--- src/rtl/tcb_gpio_irq.sv ---
// TCB GPIO controller with set/clear/toggle outputs and edge interrupts.
// Registered read response, sticky W1C status, level irq output.
module tcb_gpio_irq #(
    parameter int unsigned    GW          = 32,
    parameter int unsigned    CFG_CDC     = 2,
    parameter logic [GW-1:0]  CFG_RST_OUT = '0
)(
    input  logic          clk,
    input  logic          rst_n,
    input  logic          bus_vld,
    input  logic          bus_wen,
    input  logic [5:0]    bus_adr,
    input  logic [3:0]    bus_ben,
    input  logic [31:0]   bus_wdt,
    output logic [31:0]   bus_rdt,
    output logic          bus_rdy,
    output logic          bus_err,
    output logic [GW-1:0] gpio_o,
    output logic [GW-1:0] gpio_e,
    input  logic [GW-1:0] gpio_i,
    output logic          irq
);

    localparam logic [3:0] IDX_OUT  = 4'd0;
    localparam logic [3:0] IDX_OE   = 4'd1;
    localparam logic [3:0] IDX_IN   = 4'd2;
    localparam logic [3:0] IDX_SET  = 4'd3;
    localparam logic [3:0] IDX_CLR  = 4'd4;
    localparam logic [3:0] IDX_TGL  = 4'd5;
    localparam logic [3:0] IDX_RISE = 4'd6;
    localparam logic [3:0] IDX_FALL = 4'd7;
    localparam logic [3:0] IDX_STS  = 4'd8;

    logic [3:0]    idx;
    logic          adr_bad;
    logic          err_c;
    logic          wr;
    logic          rd;
    logic [31:0]   bmask;
    logic [GW-1:0] wmsk;
    logic [GW-1:0] wdat;
    logic [GW-1:0] w1c;
    logic [31:0]   rd_val;

    logic [GW-1:0] gpio_s;
    logic [GW-1:0] gpio_d;
    logic [GW-1:0] rise;
    logic [GW-1:0] fall;
    logic [GW-1:0] irq_rise;
    logic [GW-1:0] irq_fall;
    logic [GW-1:0] irq_sts;

    assign bus_rdy = 1'b1;

    assign idx     = bus_adr[5:2];
    assign adr_bad = (bus_adr[1:0] != 2'b00) || (idx > IDX_STS);
    assign err_c   = adr_bad || (bus_wen && (idx == IDX_IN));
    assign wr      = bus_vld && bus_wen && !err_c;
    assign rd      = bus_vld && !bus_wen && !err_c;

    assign bmask = {{8{bus_ben[3]}}, {8{bus_ben[2]}},
                    {8{bus_ben[1]}}, {8{bus_ben[0]}}};
    assign wmsk  = bmask[GW-1:0];
    assign wdat  = bus_wdt[GW-1:0] & wmsk;
    assign w1c   = (wr && (idx == IDX_STS)) ? wdat : '0;

    // Input synchronizer chain, or a straight wire when disabled.
    generate
        if (CFG_CDC == 0) begin : g_bypass
            assign gpio_s = gpio_i;
        end else begin : g_sync
            logic [GW-1:0] sync_q [CFG_CDC];

            // Shift the raw pins through the synchronizer stages.
            always_ff @(posedge clk or negedge rst_n) begin
                if (!rst_n) begin
                    for (int i = 0; i < int'(CFG_CDC); i++) begin
                        sync_q[i] <= '0;
                    end
                end else begin
                    sync_q[0] <= gpio_i;
                    for (int i = 1; i < int'(CFG_CDC); i++) begin
                        sync_q[i] <= sync_q[i-1];
                    end
                end
            end

            assign gpio_s = sync_q[CFG_CDC-1];
        end
    endgenerate

    // Delayed copy of the synchronized inputs for edge detection.
    always_ff @(posedge clk or negedge rst_n) begin
        if (!rst_n) begin
            gpio_d <= '0;
        end else begin
            gpio_d <= gpio_s;
        end
    end

    assign rise = gpio_s & ~gpio_d;
    assign fall = ~gpio_s & gpio_d;

    // Output, enable and interrupt-enable registers.
    always_ff @(posedge clk or negedge rst_n) begin
        if (!rst_n) begin
            gpio_o   <= CFG_RST_OUT;
            gpio_e   <= '0;
            irq_rise <= '0;
            irq_fall <= '0;
        end else if (wr) begin
            case (idx)
                IDX_OUT:  gpio_o   <= (gpio_o & ~wmsk) | wdat;
                IDX_OE:   gpio_e   <= (gpio_e & ~wmsk) | wdat;
                IDX_SET:  gpio_o   <= gpio_o | wdat;
                IDX_CLR:  gpio_o   <= gpio_o & ~wdat;
                IDX_TGL:  gpio_o   <= gpio_o ^ wdat;
                IDX_RISE: irq_rise <= (irq_rise & ~wmsk) | wdat;
                IDX_FALL: irq_fall <= (irq_fall & ~wmsk) | wdat;
                default:  ;
            endcase
        end
    end

    // Sticky status: fresh edges override a same-cycle W1C.
    always_ff @(posedge clk or negedge rst_n) begin
        if (!rst_n) begin
            irq_sts <= '0;
        end else begin
            irq_sts <= (irq_sts & ~w1c)
                     | (rise & irq_rise)
                     | (fall & irq_fall);
        end
    end

    assign irq = |irq_sts;

    // Read data selection; write-only and unused slots read zero.
    always_comb begin
        rd_val = '0;
        case (idx)
            IDX_OUT:  rd_val[GW-1:0] = gpio_o;
            IDX_OE:   rd_val[GW-1:0] = gpio_e;
            IDX_IN:   rd_val[GW-1:0] = gpio_s;
            IDX_RISE: rd_val[GW-1:0] = irq_rise;
            IDX_FALL: rd_val[GW-1:0] = irq_fall;
            IDX_STS:  rd_val[GW-1:0] = irq_sts;
            default:  rd_val = '0;
        endcase
    end

    // Registered response; read data holds across writes and idle.
    always_ff @(posedge clk or negedge rst_n) begin
        if (!rst_n) begin
            bus_rdt <= '0;
            bus_err <= 1'b0;
        end else begin
            bus_err <= bus_vld && err_c;
            if (bus_vld && err_c) begin
                bus_rdt <= '0;
            end else if (rd) begin
                bus_rdt <= rd_val;
            end
        end
    end

endmodule

--- config.mk ---
export PLATFORM = sky130hd
export DESIGN_NAME = tcb_gpio_irq
export DESIGN_NICKNAME = d
export VERILOG_FILES = /design/src/rtl/tcb_gpio_irq.sv
export SDC_FILE = /design/constraint.sdc
export NUM_CORES = 1
export LEC_CHECK = 0
export CAP_MARGIN = 15
export CORE_ASPECT_RATIO = 1.1
export CORE_UTILIZATION = 31
export CTS_BUF_LIST = sky130_fd_sc_hd__clkbuf_8 sky130_fd_sc_hd__clkbuf_16
export DETAILED_ROUTE_END_ITERATION = 8
export PLACE_DENSITY_LB_ADDON = 0.08
export SLEW_MARGIN = 25
export SYNTH_ARGS = -nofsm -noshare
export SYNTH_HDL_FRONTEND = slang
export SYNTH_SLANG_ARGS = --single-unit
--- constraint.sdc ---
create_clock -name clk -period 1.4 [get_ports clk]
set_input_delay 0.21 -clock clk [delete_from_list [all_inputs] [get_ports clk]]
set_output_delay 0.21 -clock clk [all_outputs]
set_load 0.01 [all_outputs]
Yosys cells after proc, flatten, opt, wreduce, memory -nomap -nowiden:

Index checks and enable logic that the tools add are counted.

* bits in registers: 289
* logic and storage cells: 68
* input bits: 78

* bitwise gates (word level): 24
* equality and inequality tests: 8
* reduce and logical (&&, ||, !) cells: 20
* muxes and demuxes: 5
* $lt $le $gt $ge: 1

Operators by type and width (count)
* 32-bit bitwise AND: 11
* 32-bit OR: 7
* 32-bit one-hot mux with 6 select lines: 1
* 32-bit NOT: 5
* 32-bit one-hot mux with 4 select lines: 1
* 32-bit 2-to-1 mux: 3
* 32-bit OR reduction: 1
* 32-bit bitwise XOR: 1
* 4-bit by 3-bit == test with 1-bit output (second input constant): 4
* 4-bit by 2-bit == test with 1-bit output (second input constant): 2
* 2-bit AND reduction: 4
* 1-bit logical AND: 7
* 4-bit by 1-bit == test with 1-bit output (second input constant): 1
* 4-bit == test (second input constant): 1
* 4-bit greater-than comparator (second input constant): 1
* 4-bit logical NOT: 1
* 2-bit nonzero test: 2
* 4-bit nonzero test: 1
* 1-bit logical NOT: 2
* 1-bit logical OR: 2

Depth between registers and ports, before layout:

* depth after elaboration: 11
* gate-level depth with buffers: 7
* depth with buffers taken out: 5

Worst setup path before layout:

No wires, ideal clock.

* path type: input -> register
* start: input port bus_adr[0]
* end: register with a tool-made name
* stages: 5
* buffers on the path: 1
* data arrival time: 1487 ps
* setup slack: -212 ps
* cell sequence: and4bb_1 > buf_2 > nor3b_4 > nand2_4 > mux2_4

RTL lines
* start, declared: line 12 `input logic [5:0] bus_adr,`

Worst setup path in the final report:

* start: register irq_sts[31]
* end: output port irq

* word-level cells in the longest chain between the ends: 1

Ends and longest elaborated chain
* start, declared: line 51 `logic [GW-1:0] irq_sts;`
* start signal, assigned: line 130 `irq_sts <= (irq_sts & ~w1c)`
* 32-bit OR reduction: line 136 `assign irq = |irq_sts;`
* end, declared: line 21 `output logic irq`

Every way passes these cells.

==> flow_summary.json <==
{
  "pre_cts_ws_ps": -992,
  "drc": 0,
  "cts_sinks": 289,
  "post-route-period-util_pct": 162,
  "io_pins": 177,
  "async_flop_share_pct": 100,
  "yosysTopAreaCell": "dfrtp_1",
  "path_class": "register to output pin",
  "crit_path_end_kind": "output pin",
  "dr_wl_met3_um": 1770,
  "synth_top_flop_cell": "dfrtp_1",
  "portBuffers": 175,
  "drv_slew": 0,
  "start_util_pct": 31.6,
  "diodes": 0,
  "grt_max_degree": 57,
  "power.density_nw_per_um2": 1130,
  "ir_worst_vdd_mv": 0.747,
  "fin_nets": 1593,
  "first_pass_iters": 5,
  "synth-adder-area-share_pct": 3.14,
  "syn_area_per_cell_sq_um": 12.4,
  "synth_edf_count": 0,
  "wl_met1_um": 20400,
  "grt.total_usage_pct": 21.3,
  "dr_total_vias": 10100,
  "synth_nets": 1136,
  "synth_top_family_by_area": "multiplexers",
  "dpl.hpwl_um": 30200,
  "syn_inst": 1026,
  "first_iter_violations": 534,
  "synth_compound_area_share_pct": 13.4,
  "layout-drive-gt1-share_pct": 48.2,
  "start_kind": "register",
  "synth-seq-cells": 289,
  "highest_layer": "met4",
  "synth_top_area_share_pct": 56.6,
  "clk_pin_slew_worst_paths_ps": 60,
  "grt_pass1_vias": 10700,
  "syn_to_final_growth_pct": 52.2,
  "critical_path_arrival_ps": 2060,
  "cap_violations": 0,
  "dieArea_sq_um": 42000,
  "core_area_sq_um": 40400,
  "synth_common_cells": "289 x dfrtp_1, 162 x nand2_1, 139 x mux2_2",
  "rsz0062_at_grt": "true",
  "viasPerCell": 5.03,
  "synth.distinct_cells": 52,
  "ys_warn_count": 0,
  "synth-seq-area-share_pct": 56.6,
  "die_w_um": 196,
  "cts-buffers-inserted": 35,
  "p_leak_nw": 8.81,
  "routed_wl_um": 44000,
  "cts_root_buf": "clkbuf_16",
  "hold_depth": 1,
  "syn_area_sq_um": 12800,
  "synthMuxAreaShare_pct": 14.0,
  "clk_latency_ps": 530,
  "die_h_um": 215,
  "hp-class": "input port to register",
  "cts_buffer_depth": 3,
  "cts_tree": "built",
  "outcome": "complete, but fails checks",
  "fin_worst_skew_ps": 10.5,
  "fmax_mhz": 441,
  "synthSimpleGateAreaFrac_pct": 10.5,
  "cp.required_ps": 1190,
  "setup_viol": 19,
  "hold_violations": 0,
  "r2r_cells": 7,
  "rows": 77,
  "dr_wl_met2_um": 20700,
  "path_max_fanout": 2,
  "synthXorXnorAreaFrac_pct": 0.0686,
  "wl_per_cell_um": 21.8,
  "synthMostInstantiatedCell": "dfrtp_1",
  "fin_setup_tns_ps": -1450,
  "postLayoutSetupSlackWorst_ps": -865,
  "grt_pass1_wl_um": 66900,
  "fin_crit_ps": 2270,
  "htree_levels": 2,
  "gr-total-overflow": 0,
  "postRouteAntennaNets": 0,
  "antenna_found_initial": 0,
  "yosys-top-cells-area": "dfrtp_1 57%, mux2_2 12%, nand2_1 4.8%",
  "gp_congestion": 0.799,
  "violations": "negative setup slack"
}
[report_power, final]
part / total (mW) / internal (mW) / switching [mW]
logic: 3.50 / 1.99 / 1.51
clock network: 9.20 / 5.56 / 3.64
registers: 9.19 / 8.83 / 0.361
total: 21.9 / 16.4 / 5.51
[critical path: stages (launching register included)]
cell     delay (ps)
dfrtp_2         430
nor4_4          330
buf_4           170
nand4_1         160
or2_4           310
buf_6           130
[cells by family after synthesis]
kind of cell	Yosys count
AOI/OAI and AO/OA	232
xor gates and xnor gates	1
adders and majority gates	32
buffers and inverters	55
DFF	289
muxes	158
other	1
and+or+nand+nor	258
[stage by stage]
step	cells	area [sq um]	hold slack, ps	power [mW]	util [%]
finish	2018	19400	99.5	21.9	48.2
global route	2018	19400	89.2	22.8	48.2
CTS	2011	19200	66.9	22.1	47.6
detailed placement	1880	17100	119	12.3	42.4
global placement	1880	17100	122	12.2	42.4
floorplan	1026	13100	-85.6	10.4	-
[area by class of cell]
type	instances	area, sq um
timing repair buffer	473	4380
sequential	289	7240
clock inverter	13	125
clock buffer	46	1040
tap	513	642
inverter	2	7.51
fill	3701	20900
multi-input combinational	682	6000
[path summary, 6_finish.rpt]
kind | start | end | slack (ps)
max in group asynchronous | rst_n | irq_sts[31] | 580
worst max-delay path | irq_sts[31] | irq | -870
worst max register to register | irq_sts[31] | bus_rdt[31] | -290
min in group asynchronous | rst_n | g_sync.sync_q[39] | 150
worst min register to register | g_sync.sync_q[43] | gpio_s[11] | 350
worst min-delay path | gpio_i[15] | g_sync.sync_q[47] | 100
[cells in the final DEF (no fill, tap or decap), types with 6 or more instances in the layout]
cell type | netlist | layout
o21ai_1 | 30 | 34
a221o_1 | 27 | 27
nand2_1 | 162 | 158
buf_12 | 0 | 28
buf_2 | 15 | 41
nor2_1 | 11 | 11
nand3b_1 | 39 | 39
o21ai_0 | 38 | 29
clkbuf_2 | 0 | 8
o211ai_1 | 36 | 36
mux2_4 | 5 | 64
dfrtp_1 | 289 | 281
clkbuf_8 | 0 | 10
a22oi_2 | 0 | 27
nor2b_1 | 6 | 6
clkdlybuf4s15_2 | 0 | 11
mux2_2 | 139 | 87
ha_1 | 32 | 28
clkdlybuf4s15_1 | 0 | 12
a21oi_2 | 0 | 24
mux2i_1 | 6 | 6
nand2_8 | 0 | 11
buf_6 | 4 | 80
clkdlybuf4s50_1 | 0 | 68
dfrtp_2 | 0 | 8
o221a_2 | 32 | 32
inv_1 | 2 | 6
clkbuf_16 | 0 | 38
buf_4 | 7 | 214
[metal layers]
metal  global-route usage [%]  vias to the layer above
met1                     29.2                     5111
met4                     7.30                        0
met5                        0                        -
met3                     3.06                       75
li1                         -                     4723
met2                     34.3                      238
[what timing repair did]
action,in CTS,in global routing
setup buffers,76,6
gates resized for setup,496,63
endpoints found under the setup margin,291,179
endpoints found under the hold margin,289,0
pin swaps,47,18
gates cloned,0,2
hold buffers,1,0
(Power assumes the default switching activity.)
